$ cat src/rtl/ddr_pkg.sv
// Shared types and helpers for packing ioctl download words into 64-bit DDR lines.
package ddr_pkg;

  localparam int DDR_DATA_WIDTH = 64;
  localparam int DDR_MASK_WIDTH = 8;

  typedef enum logic [1:0] {
    ST_IDLE,
    ST_FILL,
    ST_WRITE,
    ST_FINISH
  } ioctl_wr_state_t;

  // Each 16-bit lane owns two adjacent byte enables.
  function automatic logic [DDR_MASK_WIDTH-1:0] lane_mask(input logic [1:0] k);
    lane_mask = 8'b0000_0011 << {k, 1'b0};
  endfunction

endpackage

$ cat src/rtl/ddr_line_buffer.sv
// 64-bit data/byte-mask accumulator for one DDR line; clear beats load beats merge.
module ddr_line_buffer
  import ddr_pkg::*;
(
  input  logic                      clock,
  input  logic                      reset,
  input  logic                      clear,
  input  logic                      load,
  input  logic                      merge,
  input  logic [1:0]                lane,
  input  logic [15:0]               data,
  output logic [DDR_DATA_WIDTH-1:0] din,
  output logic [DDR_MASK_WIDTH-1:0] mask
);

  always_ff @(posedge clock) begin
    if (reset || clear) begin
      din  <= '0;
      mask <= '0;
    end else if (load) begin
      // Start a fresh line holding only this word.
      din  <= {48'd0, data} << {lane, 4'b0000};
      mask <= lane_mask(lane);
    end else if (merge) begin
      din[{lane, 4'b0000} +: 16] <= data;
      mask                       <= mask | lane_mask(lane);
    end
  end

endmodule

$ cat src/rtl/ioctl_ddr_writer.sv
// Collects HPS ioctl download words into 8-byte DDR writes and pulses done when the download ends.
module ioctl_ddr_writer
  import ddr_pkg::*;
#(
  parameter int                        ADDR_WIDTH     = 27,
  parameter int                        DDR_ADDR_WIDTH = 32,
  parameter logic [DDR_ADDR_WIDTH-1:0] BASE_ADDR      = 32'h3000_0000,
  parameter logic [7:0]                INDEX          = 8'd0
) (
  input  logic                      clock,
  input  logic                      reset,
  input  logic                      ioctl_download,
  input  logic                      ioctl_wr,
  input  logic [7:0]                ioctl_index,
  input  logic [ADDR_WIDTH-1:0]     ioctl_addr,
  input  logic [15:0]               ioctl_dout,
  output logic                      ioctl_waitReq,
  output logic                      ddr_wr,
  output logic [DDR_ADDR_WIDTH-1:0] ddr_addr,
  output logic [DDR_DATA_WIDTH-1:0] ddr_din,
  output logic [DDR_MASK_WIDTH-1:0] ddr_mask,
  output logic [7:0]                ddr_burstLength,
  input  logic                      ddr_waitReq,
  output logic                      done
);

  localparam int TAG_W = ADDR_WIDTH - 3;

  ioctl_wr_state_t state;

  logic             dl_p1;
  logic [TAG_W-1:0] tag;
  logic             flush;
  logic             pend_vld;
  logic [1:0]       pend_lane;
  logic [TAG_W-1:0] pend_tag;
  logic [15:0]      pend_data;

  logic             accept;
  logic             fall;
  logic [TAG_W-1:0] word_tag;
  logic [1:0]       word_lane;
  logic             same_tag;
  logic             full;
  logic             go_write;
  logic             wr_done;
  logic             addr_unused;

  logic                      buf_clear;
  logic                      buf_load;
  logic                      buf_merge;
  logic [1:0]                buf_lane;
  logic [15:0]               buf_data;
  logic [DDR_DATA_WIDTH-1:0] buf_din;
  logic [DDR_MASK_WIDTH-1:0] buf_mask;
  logic [DDR_ADDR_WIDTH-1:0] line_addr;

  assign accept      = ioctl_wr && ioctl_download && (ioctl_index == INDEX);
  assign fall        = dl_p1 && !ioctl_download;
  assign word_tag    = ioctl_addr[ADDR_WIDTH-1:3];
  assign word_lane   = ioctl_addr[2:1];
  assign addr_unused = ioctl_addr[0];
  assign same_tag    = (word_tag == tag);
  assign full        = ((buf_mask | lane_mask(word_lane)) == 8'hFF);
  assign wr_done     = (state == ST_WRITE) && !ddr_waitReq;
  // Modulo 2^DDR_ADDR_WIDTH by construction of the result width.
  assign line_addr   = BASE_ADDR + DDR_ADDR_WIDTH'({tag, 3'b000});

  assign ddr_din         = buf_din;
  assign ddr_mask        = buf_mask;
  assign ddr_burstLength = 8'd1;

  always_comb begin
    buf_clear = 1'b0;
    buf_load  = 1'b0;
    buf_merge = 1'b0;
    buf_lane  = word_lane;
    buf_data  = ioctl_dout;
    go_write  = 1'b0;
    case (state)
      ST_IDLE: buf_load = accept;
      ST_FILL: begin
        buf_merge = accept && same_tag;
        if (accept) go_write = same_tag ? (full || fall || flush) : 1'b1;
        else        go_write = fall || flush;
      end
      ST_WRITE: begin
        if (wr_done) begin
          if (pend_vld) begin
            buf_load = 1'b1;
            buf_lane = pend_lane;
            buf_data = pend_data;
          end else begin
            buf_clear = 1'b1;
          end
        end
      end
      default: ;
    endcase
  end

  ddr_line_buffer u_line (
    .clock (clock),
    .reset (reset),
    .clear (buf_clear),
    .load  (buf_load),
    .merge (buf_merge),
    .lane  (buf_lane),
    .data  (buf_data),
    .din   (buf_din),
    .mask  (buf_mask)
  );

  always_ff @(posedge clock) begin
    if (reset) begin
      state         <= ST_IDLE;
      dl_p1         <= 1'b0;
      tag           <= '0;
      flush         <= 1'b0;
      pend_vld      <= 1'b0;
      pend_lane     <= '0;
      pend_tag      <= '0;
      pend_data     <= '0;
      ioctl_waitReq <= 1'b0;
      ddr_wr        <= 1'b0;
      ddr_addr      <= '0;
      done          <= 1'b0;
    end else begin
      dl_p1 <= ioctl_download;
      done  <= 1'b0;
      case (state)
        ST_IDLE: begin
          if (accept) begin
            tag   <= word_tag;
            flush <= fall;
            state <= ST_FILL;
          end else if (fall) begin
            done  <= 1'b1;
            state <= ST_FINISH;
          end
        end
        ST_FILL: begin
          if (accept && !same_tag) begin
            pend_vld  <= 1'b1;
            pend_lane <= word_lane;
            pend_tag  <= word_tag;
            pend_data <= ioctl_dout;
          end
          if (go_write) begin
            flush         <= flush || fall;
            ddr_addr      <= line_addr;
            ddr_wr        <= 1'b1;
            ioctl_waitReq <= 1'b1;
            state         <= ST_WRITE;
          end
        end
        ST_WRITE: begin
          // A download end seen while stalled must still produce a flush/done.
          if (fall) flush <= 1'b1;
          if (wr_done) begin
            ddr_wr        <= 1'b0;
            ioctl_waitReq <= 1'b0;
            if (pend_vld) begin
              pend_vld <= 1'b0;
              tag      <= pend_tag;
              state    <= ST_FILL;
            end else if (flush || fall) begin
              flush <= 1'b0;
              done  <= 1'b1;
              state <= ST_FINISH;
            end else begin
              state <= ST_IDLE;
            end
          end
        end
        default: begin
          flush <= 1'b0;
          state <= ST_IDLE;
        end
      endcase
    end
  end

endmodule

$ cat config.mk
export PLATFORM = sky130hd
export DESIGN_NAME = ioctl_ddr_writer
export DESIGN_NICKNAME = d
export VERILOG_FILES = /design/src/rtl/ddr_pkg.sv /design/src/rtl/ddr_line_buffer.sv /design/src/rtl/ioctl_ddr_writer.sv
export SDC_FILE = /design/constraint.sdc
export NUM_CORES = 1
export LEC_CHECK = 0
export ABC_CLOCK_PERIOD_IN_PS = 5660
export BUFFER_PORTS_ARGS = -buffer_cell sky130_fd_sc_hd__buf_2
export CAP_MARGIN = 0
export CORE_UTILIZATION = 40
export DETAILED_ROUTE_END_ITERATION = 8
export GPL_TIMING_DRIVEN = 0
export SLEW_MARGIN = 5
export SYNTH_ARGS = -nofsm -noshare
export SYNTH_HDL_FRONTEND = slang
export SYNTH_HIERARCHICAL = 1
export SYNTH_SLANG_ARGS = --single-unit
$ cat constraint.sdc
create_clock -name clock -period 5.66 [get_ports clock]
set_input_delay 0.566 -clock clock [delete_from_list [all_inputs] [get_ports clock]]
set_output_delay 0.566 -clock clock [all_outputs]
set_load 0.03 [all_outputs]
Yosys cells after proc, flatten, opt, wreduce, memory -nomap -nowiden
Cells that the tools add are included.
- bits in registers: 177
- word-level logic and storage cells: 107
- output and inout bits: 115
- bitwise gates (word level): 2
- $add $sub $neg: 2
- reductions and logical operators: 25
- equal/unequal tests: 10
- shift operators: 5
- mux-type cells: 50
- operators by type and width (cell ; number):
    $mux 64 ; 2
    $mux 24 ; 3
    $bwmux 64 ; 1
    $shift 16x8->64 const A ; 1
    $shiftx 16x8->64 ; 1
    $shl 16x6->64 ; 1
    $mux 16 ; 3
    $pmux 24 s2 ; 1
    $add 30x27->31 const A ; 1
    $eq 24x24->1 ; 1
    $mux 1 ; 23
    $mux 2 ; 9
    $mux 8 ; 2
    $or 8x8->8 ; 2
    $shl 2x3->8 const A ; 2
    $ne 2x2->1 const B ; 5
    $reduce_and 3->1 ; 3
    $eq 8x8->1 const B ; 1
    $logic_not 8->1 ; 1
    $neg 6->8 ; 1
    $pmux 1 s2 ; 4
    $logic_and 1x1->1 ; 6
    $pmux 2 s3 ; 1
    $reduce_and 2->1 ; 3
    other kinds (9) ; 16

Depth between registers and ports, before layout
Gate-level depths: netlist of the first run.
- depth in word-level cells: 10
- mapped depth: 11
- gate-level depth less buffers: 8

Cells and area by module
The synthesis of the first run kept the hierarchy.
- modules (own cells, without submodules) (module ; instances ; area an instance (µm²) ; sequential area each (µm²) ; cells an instance):
    ioctl_ddr_writer ; 1 ; 5408.9 ; 1961.9 ; 629
    ddr_line_buffer ; 1 ; 2835.2 ; 1441.4 ; 251

Least setup slack after synthesis of the first run
Ideal clock, no wire load.
- path type: input -> register
- start point: in ddr_waitReq
- end point: reg u_line.din[53]
- data required time: 5.600 ns
- setup slack: 2.642 ns
- arrival: 2.958 ns
- library setup time: 0.060 ns
- stages on the path: 10
- buffers on the path: 3
- cells stage by stage: nor3b_1 > buf_1 > buf_2 > mux2_2 > inv_1 > ha_1 > nor4b_1 > a22o_2 > buf_6 > a22o_1
- longest elaborated chain between the ends: 9
- RTL lines (item ; line ; text):
    start: declaration ; ioctl_ddr_writer.sv:23 ; input logic ddr_waitReq,
    $logic_not 1->1 (*) ; ioctl_ddr_writer.sv:65 ; assign wr_done = (state == ST_WRITE) && !ddr_waitReq;
    $logic_and 1x1->1 (*) ; ioctl_ddr_writer.sv:65 ;
    $mux 2 (*) ; ioctl_ddr_writer.sv:88 ; if (wr_done) begin
    $mux 2 (*) ; ioctl_ddr_writer.sv:80 ; case (state)
    via buf_lane[0] ; ioctl_ddr_writer.sv:52 ; logic [1:0] buf_lane;
    $neg 6->8 ; ddr_line_buffer.sv:25 ; din[{lane, 4'b0000} +: 16] <= data;
    $shiftx 16x8->64 or $shift 16x8->64 (tied branches) ; ddr_line_buffer.sv:25 ;
    $bwmux 64 ; ddr_line_buffer.sv:25 ;
    $mux 64 ; ddr_line_buffer.sv:24 ; end else if (merge) begin
    $mux 64 (*) ; ddr_line_buffer.sv:20 ; end else if (load) begin
    end signal: assignment ; ddr_line_buffer.sv:22 ; din <= {48'd0, data} << {lane, 4'b0000};
    end signal: indexed assignment ; ddr_line_buffer.sv:25 ;
    end: declaration ; ddr_line_buffer.sv:12 ; output logic [DDR_DATA_WIDTH-1:0] din,
The timed path passes the listed nets; every way through them passes the cells marked *. The select of a mux whose other input is x is not followed.
A chain may end at the register's enable or synchronous reset.

Worst setup path after layout of the first run
- start point: reg pend_vld
- end point: reg u_line.din[58]
- longest elaborated chain between the ends: 8
- RTL lines (item ; line ; text):
    start: declaration ; ioctl_ddr_writer.sv:34 ; logic pend_vld;
    start signal: assignment ; ioctl_ddr_writer.sv:120 ; pend_vld <= 1'b0;
    start signal: assignment ; ioctl_ddr_writer.sv:144 ; pend_vld <= 1'b1;
    start signal: assignment ; ioctl_ddr_writer.sv:164 ; pend_vld <= 1'b0;
    $mux 2 (*) ; ioctl_ddr_writer.sv:89 ; if (pend_vld) begin
    $mux 2 (*) ; ioctl_ddr_writer.sv:88 ;
    $mux 2 (*) ; ioctl_ddr_writer.sv:80 ;
    via buf_lane[0] ; ioctl_ddr_writer.sv:52 ;
    $neg 6->8 ; ddr_line_buffer.sv:25 ;
    $shiftx 16x8->64 or $shift 16x8->64 (tied branches) ; ddr_line_buffer.sv:25 ;
    $bwmux 64 ; ddr_line_buffer.sv:25 ;
    $mux 64 ; ddr_line_buffer.sv:24 ;
    $mux 64 (*) ; ddr_line_buffer.sv:20 ;
Marked as above.

==> flow_summary.rst, run 1 <==
.. list-table::
   :header-rows: 1

   * - Metric
     - Value
   * - Result of the run
     - finished clean
   * - Clock tree from TritonCTS
     - built
   * - Detailed Route Iter0 Violations
     - approximately 360
   * - Resize count post-CTS
     - 0
   * - Cells on worst reg2reg path
     - 10
   * - Sw frac
     - 0.283
   * - R2R setup slack
     - 2.27 ns
   * - Min Clock Period, post-route
     - between 3 and 4 ns
   * - Layout filler cell count
     - just under 2,000
   * - Maximum number of pins on one net before global-route repair
     - 21
   * - Number of buffers added by the clock tree synthesis step
     - 17
   * - Max Clock Freq
     - slightly below 0.3 GHz
   * - Boundary pin count
     - 171
   * - Combinational Power Share
     - 0.090
   * - Final setup vio count
     - 0
   * - Count of input and output buffers
     - about 150
   * - Antenna Nets Post-Route
     - 0
   * - Root buffer cell
     - sky130_fd_sc_hd__clkbuf_16
   * - Area of the core
     - around 20,000 um2
   * - Leakage power total
     - ~4.2 nW
   * - Hold buffer count at cts
     - 0
   * - Total net switching power
     - 0.746 mW
   * - Average detailed-routed wire length per instance
     - between 15 and 20 um
   * - Reg2reg start
     - pend_vld
   * - Worst endpoint required time
     - 6.04 ns
   * - Yosys warning count
     - 6
   * - Clock Power Share
     - 0.453
   * - Final standard cell count with taps included and fillers excluded
     - ~1,400
   * - Placed insts
     - ~1,300
   * - Clock buffer depth
     - 2
   * - Portion of the post-synthesis area used by sequential elements
     - 0.413
   * - Share of total power in sequential cells
     - 0.457
   * - RePlAce Congestion
     - between 0.8 and 0.9
   * - Final nets
     - 1,126
   * - Internal power consumption
     - roughly 1.9 mW
   * - Maximum level of the CTS H-tree
     - 4
   * - Post-DP Area
     - roughly 9400 um2
   * - Die area
     - about 21,000 um2
   * - Height of the chip
     - 146 um
   * - Portion of synthesized cell area occupied by the leading cell type
     - 0.413
   * - Biggest area contributors in the synthesized netlist
     - sky130_fd_sc_hd__dfxtp_1, sky130_fd_sc_hd__mux2i_1, sky130_fd_sc_hd__a32oi_1, sky130_fd_sc_hd__nor3b_1, sky130_fd_sc_hd__nand2_1
   * - Total DRC errors in the routed layout
     - 0
   * - Worst Setup Slack, final
     - about 2.3 ns
   * - Unrepaired setup endpoints after global routing
     - false
   * - Die extent in x
     - approximately 150 um
   * - Clock transition time at the flip-flop clock pins of the worst setup and hold paths
     - approximately 0.070 ns
   * - Cell area power density
     - around 260 nW/um2
   * - Setup TNS Final
     - 0 ns
   * - Std-Cell Rows
     - 52
   * - Worst slew pin tran
     - approximately 0.86 ns
   * - Mean area per synthesized cell
     - 9.37 um2
   * - Post-route core utilization
     - 0.495
   * - Critical Path End Type
     - register
   * - Class of the tightest hold or removal check
     - primary input to register
   * - R2r endpoint
     - u_line/din[58]
   * - Capture point of the critical path
     - u_line/din[58]
   * - Overall via count from detail_route
     - between 7,000 and 8,000
   * - Global-route wire length before repair
     - between 30 and 40 mm
   * - Ratio of cells with drive above 1 in the final layout
     - 0.247
   * - Antenna violations before repair
     - 6
   * - Overflow after GRT
     - 0
   * - Area added between synthesis and finish
     - 21.5%
   * - Clock latency at the later pin of the worst-skew pair
     - between 0.4 and 0.5 ns
   * - Initial core utilization
     - 0.407
   * - Largest fanout on the critical path
     - 10
   * - Worst endpoint data arrival time
     - around 3.8 ns
   * - Fin area
     - approximately 10,000 um2
   * - Instance count along the most critical hold path
     - 3
   * - DPL Wire Length
     - 17.1 mm
   * - Library cells used by synthesis
     - between 50 and 60
   * - Total global routing track utilization
     - 0.221
   * - Number of vias per cell after detailed routing
     - between 5 and 6
   * - Number of storage elements in the synthesis netlist
     - 170
   * - Total setup buffers inserted after CTS
     - 0
   * - Slew margin rel.
     - 0.428
   * - Post-Synthesis Cell Area
     - just over 8000 um2
   * - Gate count of the mapped netlist
     - 880
   * - Startpoint-to-endpoint class of the critical path
     - register to register
   * - Worst Setup Slack post-DPL
     - approximately 1.9 ns
   * - Peak supply drop
     - about 220 uV
   * - Cell type with the largest total area after synthesis
     - sky130_fd_sc_hd__dfxtp_1
   * - 1st-pass router iterations
     - 4
   * - Setup clock skew after layout
     - a little under 0.02 ns
   * - Period utilisation layout
     - 0.599
   * - Clock sink count
     - 170
   * - Via count of the first global-routing pass
     - 6,848
   * - Final Routed Wirelength
     - 23.0 mm
   * - Slew Limit Fails
     - 0
   * - Launching element type of the critical path
     - register
   * - Startpoint of the worst setup timing path
     - pend_vld
   * - Max Cap Viol
     - 0
   * - Number of endpoints with negative hold slack in the final report
     - 0
[power groups by stage]
stage	clock network [mW]	registers [mW]	logic (mW)
after detailed placement	0	1.23	0.238
after global routing	1.27	1.20	0.259
after CTS	1.22	1.20	0.238
final	1.19	1.20	0.238
after floorplan	0	1.23	0.160
after global placement	0	1.23	0.237
[cell usage after synthesis (all sizes together)]
| cell type | n |
|---|---|
| a2111oi | 3 |
| o21a | 3 |
| and4 | 1 |
| nor3b | 50 |
| buf | 52 |
| a21oi | 15 |
| a21o | 3 |
| nand4 | 7 |
| clkbuf | 42 |
| or3 | 1 |
| nor3 | 6 |
| conb | 2 |
| o211a | 1 |
| and3 | 3 |
| nand4b | 2 |
| nor4bb | 3 |
| o211ai | 2 |
| nand3 | 49 |
| and2 | 1 |
| or2 | 1 |
| o22ai | 1 |
| nand2 | 87 |
| nand2b | 11 |
| nor2 | 33 |
| o21ai | 63 |
| mux2i | 66 |
| dfxtp | 170 |
| nor2b | 6 |
| nor4 | 7 |
| mux2 | 18 |
| xor2 | 24 |
| a211oi | 24 |
| inv | 20 |
| o32a | 1 |
| nor4b | 2 |
| a22o | 34 |
| a31oi | 2 |
| o2111a | 1 |
| nand4bb | 1 |
| a32oi | 56 |
| a22oi | 1 |
| ha | 5 |
[cell usage in the layout (no fill, tap or decap), types with 11 or more instances in the layout]
cell type                   instances
sky130_fd_sc_hd__nor3b_1           49
sky130_fd_sc_hd__xor2_1            24
sky130_fd_sc_hd__inv_1             20
sky130_fd_sc_hd__nand2b_1          11
sky130_fd_sc_hd__o21ai_0           19
sky130_fd_sc_hd__buf_2            169
sky130_fd_sc_hd__mux2_2            18
sky130_fd_sc_hd__nor2_1            33
sky130_fd_sc_hd__a32oi_1           56
sky130_fd_sc_hd__a21oi_1           13
sky130_fd_sc_hd__a22o_1            32
sky130_fd_sc_hd__nand2_1           87
sky130_fd_sc_hd__mux2i_1           66
sky130_fd_sc_hd__a211oi_1          24
sky130_fd_sc_hd__dfxtp_1          170
sky130_fd_sc_hd__buf_4             17
sky130_fd_sc_hd__buf_6             14
sky130_fd_sc_hd__clkbuf_16         17
sky130_fd_sc_hd__clkbuf_1          42
sky130_fd_sc_hd__conb_1            14
sky130_fd_sc_hd__o21ai_1           43
sky130_fd_sc_hd__nand3_1           49
[worst max-delay path: stages, from the launching register on]
cell and delay [ns]:
sky130_fd_sc_hd__dfxtp_1 0.42, sky130_fd_sc_hd__nor3b_1 0.20, sky130_fd_sc_hd__buf_1 0.46, sky130_fd_sc_hd__buf_2 0.38, sky130_fd_sc_hd__mux2_2 0.47, sky130_fd_sc_hd__inv_1 0.13, sky130_fd_sc_hd__ha_1 0.33, sky130_fd_sc_hd__nor4b_1 0.34
sky130_fd_sc_hd__a22o_2 0.31, sky130_fd_sc_hd__buf_6 0.17, sky130_fd_sc_hd__a22o_1 0.13
[worst min-delay path by stage]
stage                  start           end
2_1_floorplan   pend_data[0]  pend_data[0]
3_3_place_gp    pend_lane[0]  pend_lane[0]
3_5_place_dp    pend_tag[21]  pend_tag[21]
4_1_cts        ioctl_dout[3]  pend_data[3]
5_1_grt        ioctl_dout[9]  pend_data[9]
6_report       ioctl_dout[0]  pend_data[0]
[per-layer routing]
layer,GRT usage,wire length (um),share of wire
met1,0.283,10300,0.45
met2,0.362,10900,0.47
met3,0.0589,1400,0.061
met4,0.0679,327,0.014
met5,0,34,0.0015
[layout make-up]
type	instances	area [um2]	share of cell area
plain buffers	94	541	0.0539
well taps	270	338	0.0337
multi-input cells	608	4270	0.426
repair buffers	154	771	0.0769
flip-flops and latches	170	3400	0.340
inverters	20	75.1	0.00749
diodes	2	5.00	0.000500
clock inverters	15	191	0.0191
clock buffers	17	425	0.0425
[kinds of logic (layout without fill, tap and decap cells)]
logic type | after synthesis | after routing | synth area share
multiplexers | 84 | 84 | 0.105
other | 2 | 16 | 0.000911
buffers and inverters | 114 | 300 | 0.0747
XOR/XNOR | 24 | 24 | 0.0255
flip-flops | 170 | 170 | 0.413
AND/OR/NAND/NOR | 271 | 271 | 0.183
adder cells (fa/ha/maj) | 5 | 5 | 0.00759
AO/OA/AOI/OAI | 210 | 210 | 0.191
[per-stage QoR]
| stage | power (mW) | hold slack (ns) |
|---|---|---|
| 3_3_place_gp | 1.47 | 0.440 |
| 5_1_grt | 2.73 | 0.375 |
| 2_1_floorplan | 1.39 | 0.431 |
| 6_report | 2.63 | 0.386 |
| 4_1_cts | 2.66 | 0.372 |
| 3_5_place_dp | 1.47 | 0.448 |
[sequential cells by signal (all words and copies together) (netlist names), 2 cells and up]
name,flops
ddr_addr,25
u_line/din,64
pend_tag,24
u_line/mask,8
pend_lane,2
state,2
pend_data,16
tag,24
(Power assumes the default switching activity.)
==> run 2, diff against run 1 <==
- ABC_AREA: unset -> 1
- ABC_CLOCK_PERIOD_IN_PS: 5660 -> 2850
- clock period: 5.66 -> 2.85 ns (I/O delays scaled with it)
==> run 2 against run 1 <==
Via count is 2.4% higher. Highest routed layer unchanged. Core utilization rose by 1.3 points. Critical path type unchanged. Final cell count grew 12%.
==> flow_summary.rst, run 2 <==
.. list-table::
   :header-rows: 1

   * - Metric
     - Value
   * - Met3 track demand over resource in global routing
     - 0.0469 (-0.0121)
   * - Clock buffer depth
     - 2 (unchanged)
   * - Area of the core
     - 18,800 um2 (-6.9%)
   * - Adder-Cell Fraction of Synth Area
     - 0.00807 (+0.000483)
   * - Std-Cell Rows
     - 50 (-3.8%)
   * - Worst Setup Slack post-DPL
     - -0.447 ns (-2.36 ns)
   * - Total DRC errors in the routed layout
     - 0 (unchanged)
   * - Slew Limit Fails
     - 0 (unchanged)
   * - Biggest area contributors in the synthesized netlist
     - sky130_fd_sc_hd__dfxtp_1, sky130_fd_sc_hd__nand2_1, sky130_fd_sc_hd__a21oi_1, sky130_fd_sc_hd__nor2_1, sky130_fd_sc_hd__o21ai_0
   * - Worst path most repeated cell
     - sky130_fd_sc_hd__nand2_1
   * - Biggest registers after layout
     - u_line/din: 64 flops, ddr_addr: 25 flops
   * - Total global routing track utilization
     - 0.219 (-0.00172)
   * - Max Clock Freq
     - 0.377 GHz (+28%)
   * - Worst Setup Slack, final
     - 0.198 ns (-2.07 ns)
   * - Clock transition time at the flip-flop clock pins of the worst setup and hold paths
     - 0.07 ns (about the same)
   * - Post-synthesis async set-or-reset flop share
     - 0 (unchanged)
   * - Final setup vio count
     - 0 (unchanged)
   * - Largest fanout on the critical path
     - 15 (+5)
   * - Height of the chip
     - 141 um (-3.0%)
   * - Min Clock Period, post-route
     - 2.65 ns (-0.740 ns)
   * - Yosys warning count
     - 6 (unchanged)
   * - Unrepaired setup endpoints after global routing
     - true
   * - Die extent in x
     - 141 um (-3.0%)
   * - Number of storage elements in the synthesis netlist
     - 170 (unchanged)
   * - Post-synthesis compound-gate area fraction
     - 0.181 (-0.00995)
   * - Root buffer cell
     - sky130_fd_sc_hd__clkbuf_16
   * - Clock latency at the later pin of the worst-skew pair
     - 0.44 ns (about the same)
   * - Critical Path End Type
     - register
   * - Cell type with the largest total area after synthesis
     - sky130_fd_sc_hd__dfxtp_1
   * - Flip-flop count of the largest register after layout
     - 64 (unchanged)
   * - Number of buffers added by the clock tree synthesis step
     - 17 (unchanged)
   * - Maximum number of pins on one net before global-route repair
     - 17 (-19%)
   * - Hold WS
     - 0.117 ns (-0.269 ns)
   * - Largest reg by FF count
     - u_line/din
   * - Post-Synthesis Cell Area
     - 7750 um2 (-6.0%)
   * - Count of input and output buffers
     - 155 (+0.65%)
   * - Global-route met1 utilization
     - 0.313 (+0.0298)
   * - Multiplexer area fraction after synthesis
     - 0.0232 (-0.0815)
   * - Library cell contributing the largest single delay on the critical path
     - sky130_fd_sc_hd__dfxtp_2
   * - Antenna Nets Post-Route
     - 0 (unchanged)
   * - DPL Wire Length
     - 16.1 mm (-5.5%)
   * - Library cells used by synthesis
     - 33 (-42%)
   * - Setup clock skew after layout
     - 0.0215 ns (+0.00227 ns)
   * - Average detailed-routed wire length per instance
     - 14.4 um (-15%)
   * - Met2 track demand over resource
     - 0.330 (-0.0322)
   * - Gate count of the mapped netlist
     - 1,053 (+20%)
   * - Initial core utilization
     - 0.412 (+0.00420)
   * - Portion of the post-synthesis area used by sequential elements
     - 0.439 (+0.0263)
   * - RePlAce Congestion
     - 0.882 (+5.4%)
   * - Most used standard cell by instance count after synthesis
     - sky130_fd_sc_hd__nand2_1
   * - Clock sink count
     - 170 (unchanged)
   * - Final nets
     - 1,300 (+15%)
   * - Die area
     - 19,900 um2 (-5.9%)
   * - Top cell types by occurrence after synthesis
     - sky130_fd_sc_hd__nand2_1, sky130_fd_sc_hd__dfxtp_1, sky130_fd_sc_hd__nor2_1
   * - Largest family of logic cells by synthesized area
     - simple AND/OR/NAND/NOR gates
   * - Xor-xnor portion of the synthesized cell area
     - 0.0203 (-0.00516)
   * - Portion of synthesized cell area occupied by the leading cell type
     - 0.439 (+0.0263)
   * - Area share of and/or/nand/nor cells after synthesis
     - 0.222 (+0.0399)
   * - Period utilisation layout
     - 0.931 (+0.331)
   * - Post-synth top flop
     - sky130_fd_sc_hd__dfxtp_1
   * - Worst endpoint data arrival time
     - 3.02 ns (-0.75 ns)
   * - Cell area power density
     - 596 nW/um2 (+130%)
   * - Most frequent cells in the layout
     - sky130_fd_sc_hd__nand2_1, sky130_fd_sc_hd__buf_2, sky130_fd_sc_hd__dfxtp_1
   * - Antenna violations before repair
     - 1 (-5)
   * - Overall via count from detail_route
     - 7,277 (+2.4%)
   * - Boundary pin count
     - 171 (unchanged)
   * - Detailed Route Iter0 Violations
     - 504 (+42%)
   * - Final Routed Wirelength
     - 21.8 mm (-5.4%)
   * - Clock tree from TritonCTS
     - built
   * - Overflow after GRT
     - 0 (unchanged)
   * - Slew margin rel.
     - 0.465 (+0.0365)
   * - Peak supply drop
     - 490 uV (+130%)
   * - Number of vias per cell after detailed routing
     - 4.82 (-8.5%)
   * - Worst endpoint required time
     - 3.22 ns (-2.82 ns)
   * - Layout filler cell count
     - 1,887 (-3.7%)
   * - Ratio of cells with drive above 1 in the final layout
     - 0.230 (-0.0165)
   * - Via count of the first global-routing pass
     - 6,405 (-6.5%)
   * - Setup TNS Final
     - 0 ns (unchanged)
   * - Most common library cell in the layout ignoring fill and taps
     - sky130_fd_sc_hd__nand2_1
   * - Cell breakdown of the critical path
     - inv_2, nor2_4, inv_2, nor2_2, nand2_1, buf_4, a21oi_4, buf_8, inv_1, ha_1, inv_1, nor2_1, nand2_1, nand2_4, buf_6, nand2_1, a21oi_1
   * - Leakage power total
     - 4.32 nW (+2.3%)
   * - Number of enable flip-flop cells after synthesis
     - 0 (unchanged)
   * - Launching element type of the critical path
     - register
   * - Class of the tightest hold or removal check
     - primary input to register
   * - Area added between synthesis and finish
     - 23.4%
   * - Antenna Diode Count
     - 0 (-2)
   * - Worst slew pin tran
     - 0.803 ns (-0.0548 ns)
   * - Max Cap Viol
     - 0 (unchanged)
   * - Maximum level of the CTS H-tree
     - 4 (unchanged)
   * - Slowest cell delay on critical path
     - 0.37 ns (-0.10 ns)
   * - Most used routing layer in global routing
     - met2
   * - 1st-pass router iterations
     - 5 (+1)
   * - Startpoint-to-endpoint class of the critical path
     - register to register
   * - Result of the run
     - finished clean
   * - Mean area per synthesized cell
     - 7.36 um2 (-21%)
   * - Global-route wire length before repair
     - 33.9 mm (-8.5%)
   * - Number of endpoints with negative hold slack in the final report
     - 0 (unchanged)
## run 2: where the power goes
part,internal [mW],switching [mW]
registers,2.40,0.0278
clock network,1.43,0.994
logic,0.247,0.603
## run 2: critical path: cells and delay by family, from the launching register on
kind	cells	cell delay, ns
buf+inv	7	0.82
simple gates	7	0.72
flops	1	0.37
fa+ha+maj	1	0.34
compound gates	2	0.33
## run 2: path summary, 6_finish.rpt
check / startpoint / end / slack (ns) / cells past startpoint
setup reg to reg: state[1] / u_line/din[23] / 0.20 / 17
hold reg to reg: ddr_addr[22] / ddr_addr[22] / 0.45 / 2
setup / recovery: state[1] / u_line/din[23] / 0.20 / 17
hold / removal: ioctl_dout[14] / pend_data[14] / 0.12 / 3
## run 2: through the flow
step / instances / area, um2 / utilization / power, mW
3_5_place_dp: 1480 / 8900 / 0.472 / 3.30
2_1_floorplan: 1065 / 7800 / - / 3.04
3_3_place_gp: 1480 / 8900 / 0.472 / 3.30
4_1_cts: 1511 / 9530 / 0.506 / 5.74
5_1_grt: 1511 / 9570 / 0.508 / 5.94
6_report: 1511 / 9570 / 0.508 / 5.71
## run 2: cell families after synthesis
| group | after synthesis |
|---|---|
| xor gates and xnor gates | 18 |
| other | 2 |
| DFF | 170 |
| adders and majority gates | 5 |
| and+or+nand+nor | 423 |
| AOI/OAI and AO/OA | 253 |
| muxes | 16 |
| buffers and inverters | 166 |
## run 2: repair_timing
action	in CTS	in global routing
hold buffers	0	0
pin swaps	1	0
setup buffers	1	0
resized for setup	4	13
setup endpoints to repair	64	54
## run 2: final cells by class
type / instances / area [um2] / area share
buffer: 79 / 507 / 0.0530
clock buffer: 19 / 453 / 0.0474
clock inverter: 12 / 164 / 0.0171
sequential: 170 / 3410 / 0.356
tap: 260 / 325 / 0.0340
multi-input combinational: 729 / 3600 / 0.377
inverter: 86 / 323 / 0.0337
timing repair buffer: 156 / 783 / 0.0819
## run 2: routing by layer
layer / wire length (um) / vias up
li1: - / 3753
met5: 14 / -
met1: 10800 / 3284
met2: 9380 / 214
met3: 1230 / 24
met4: 312 / 2
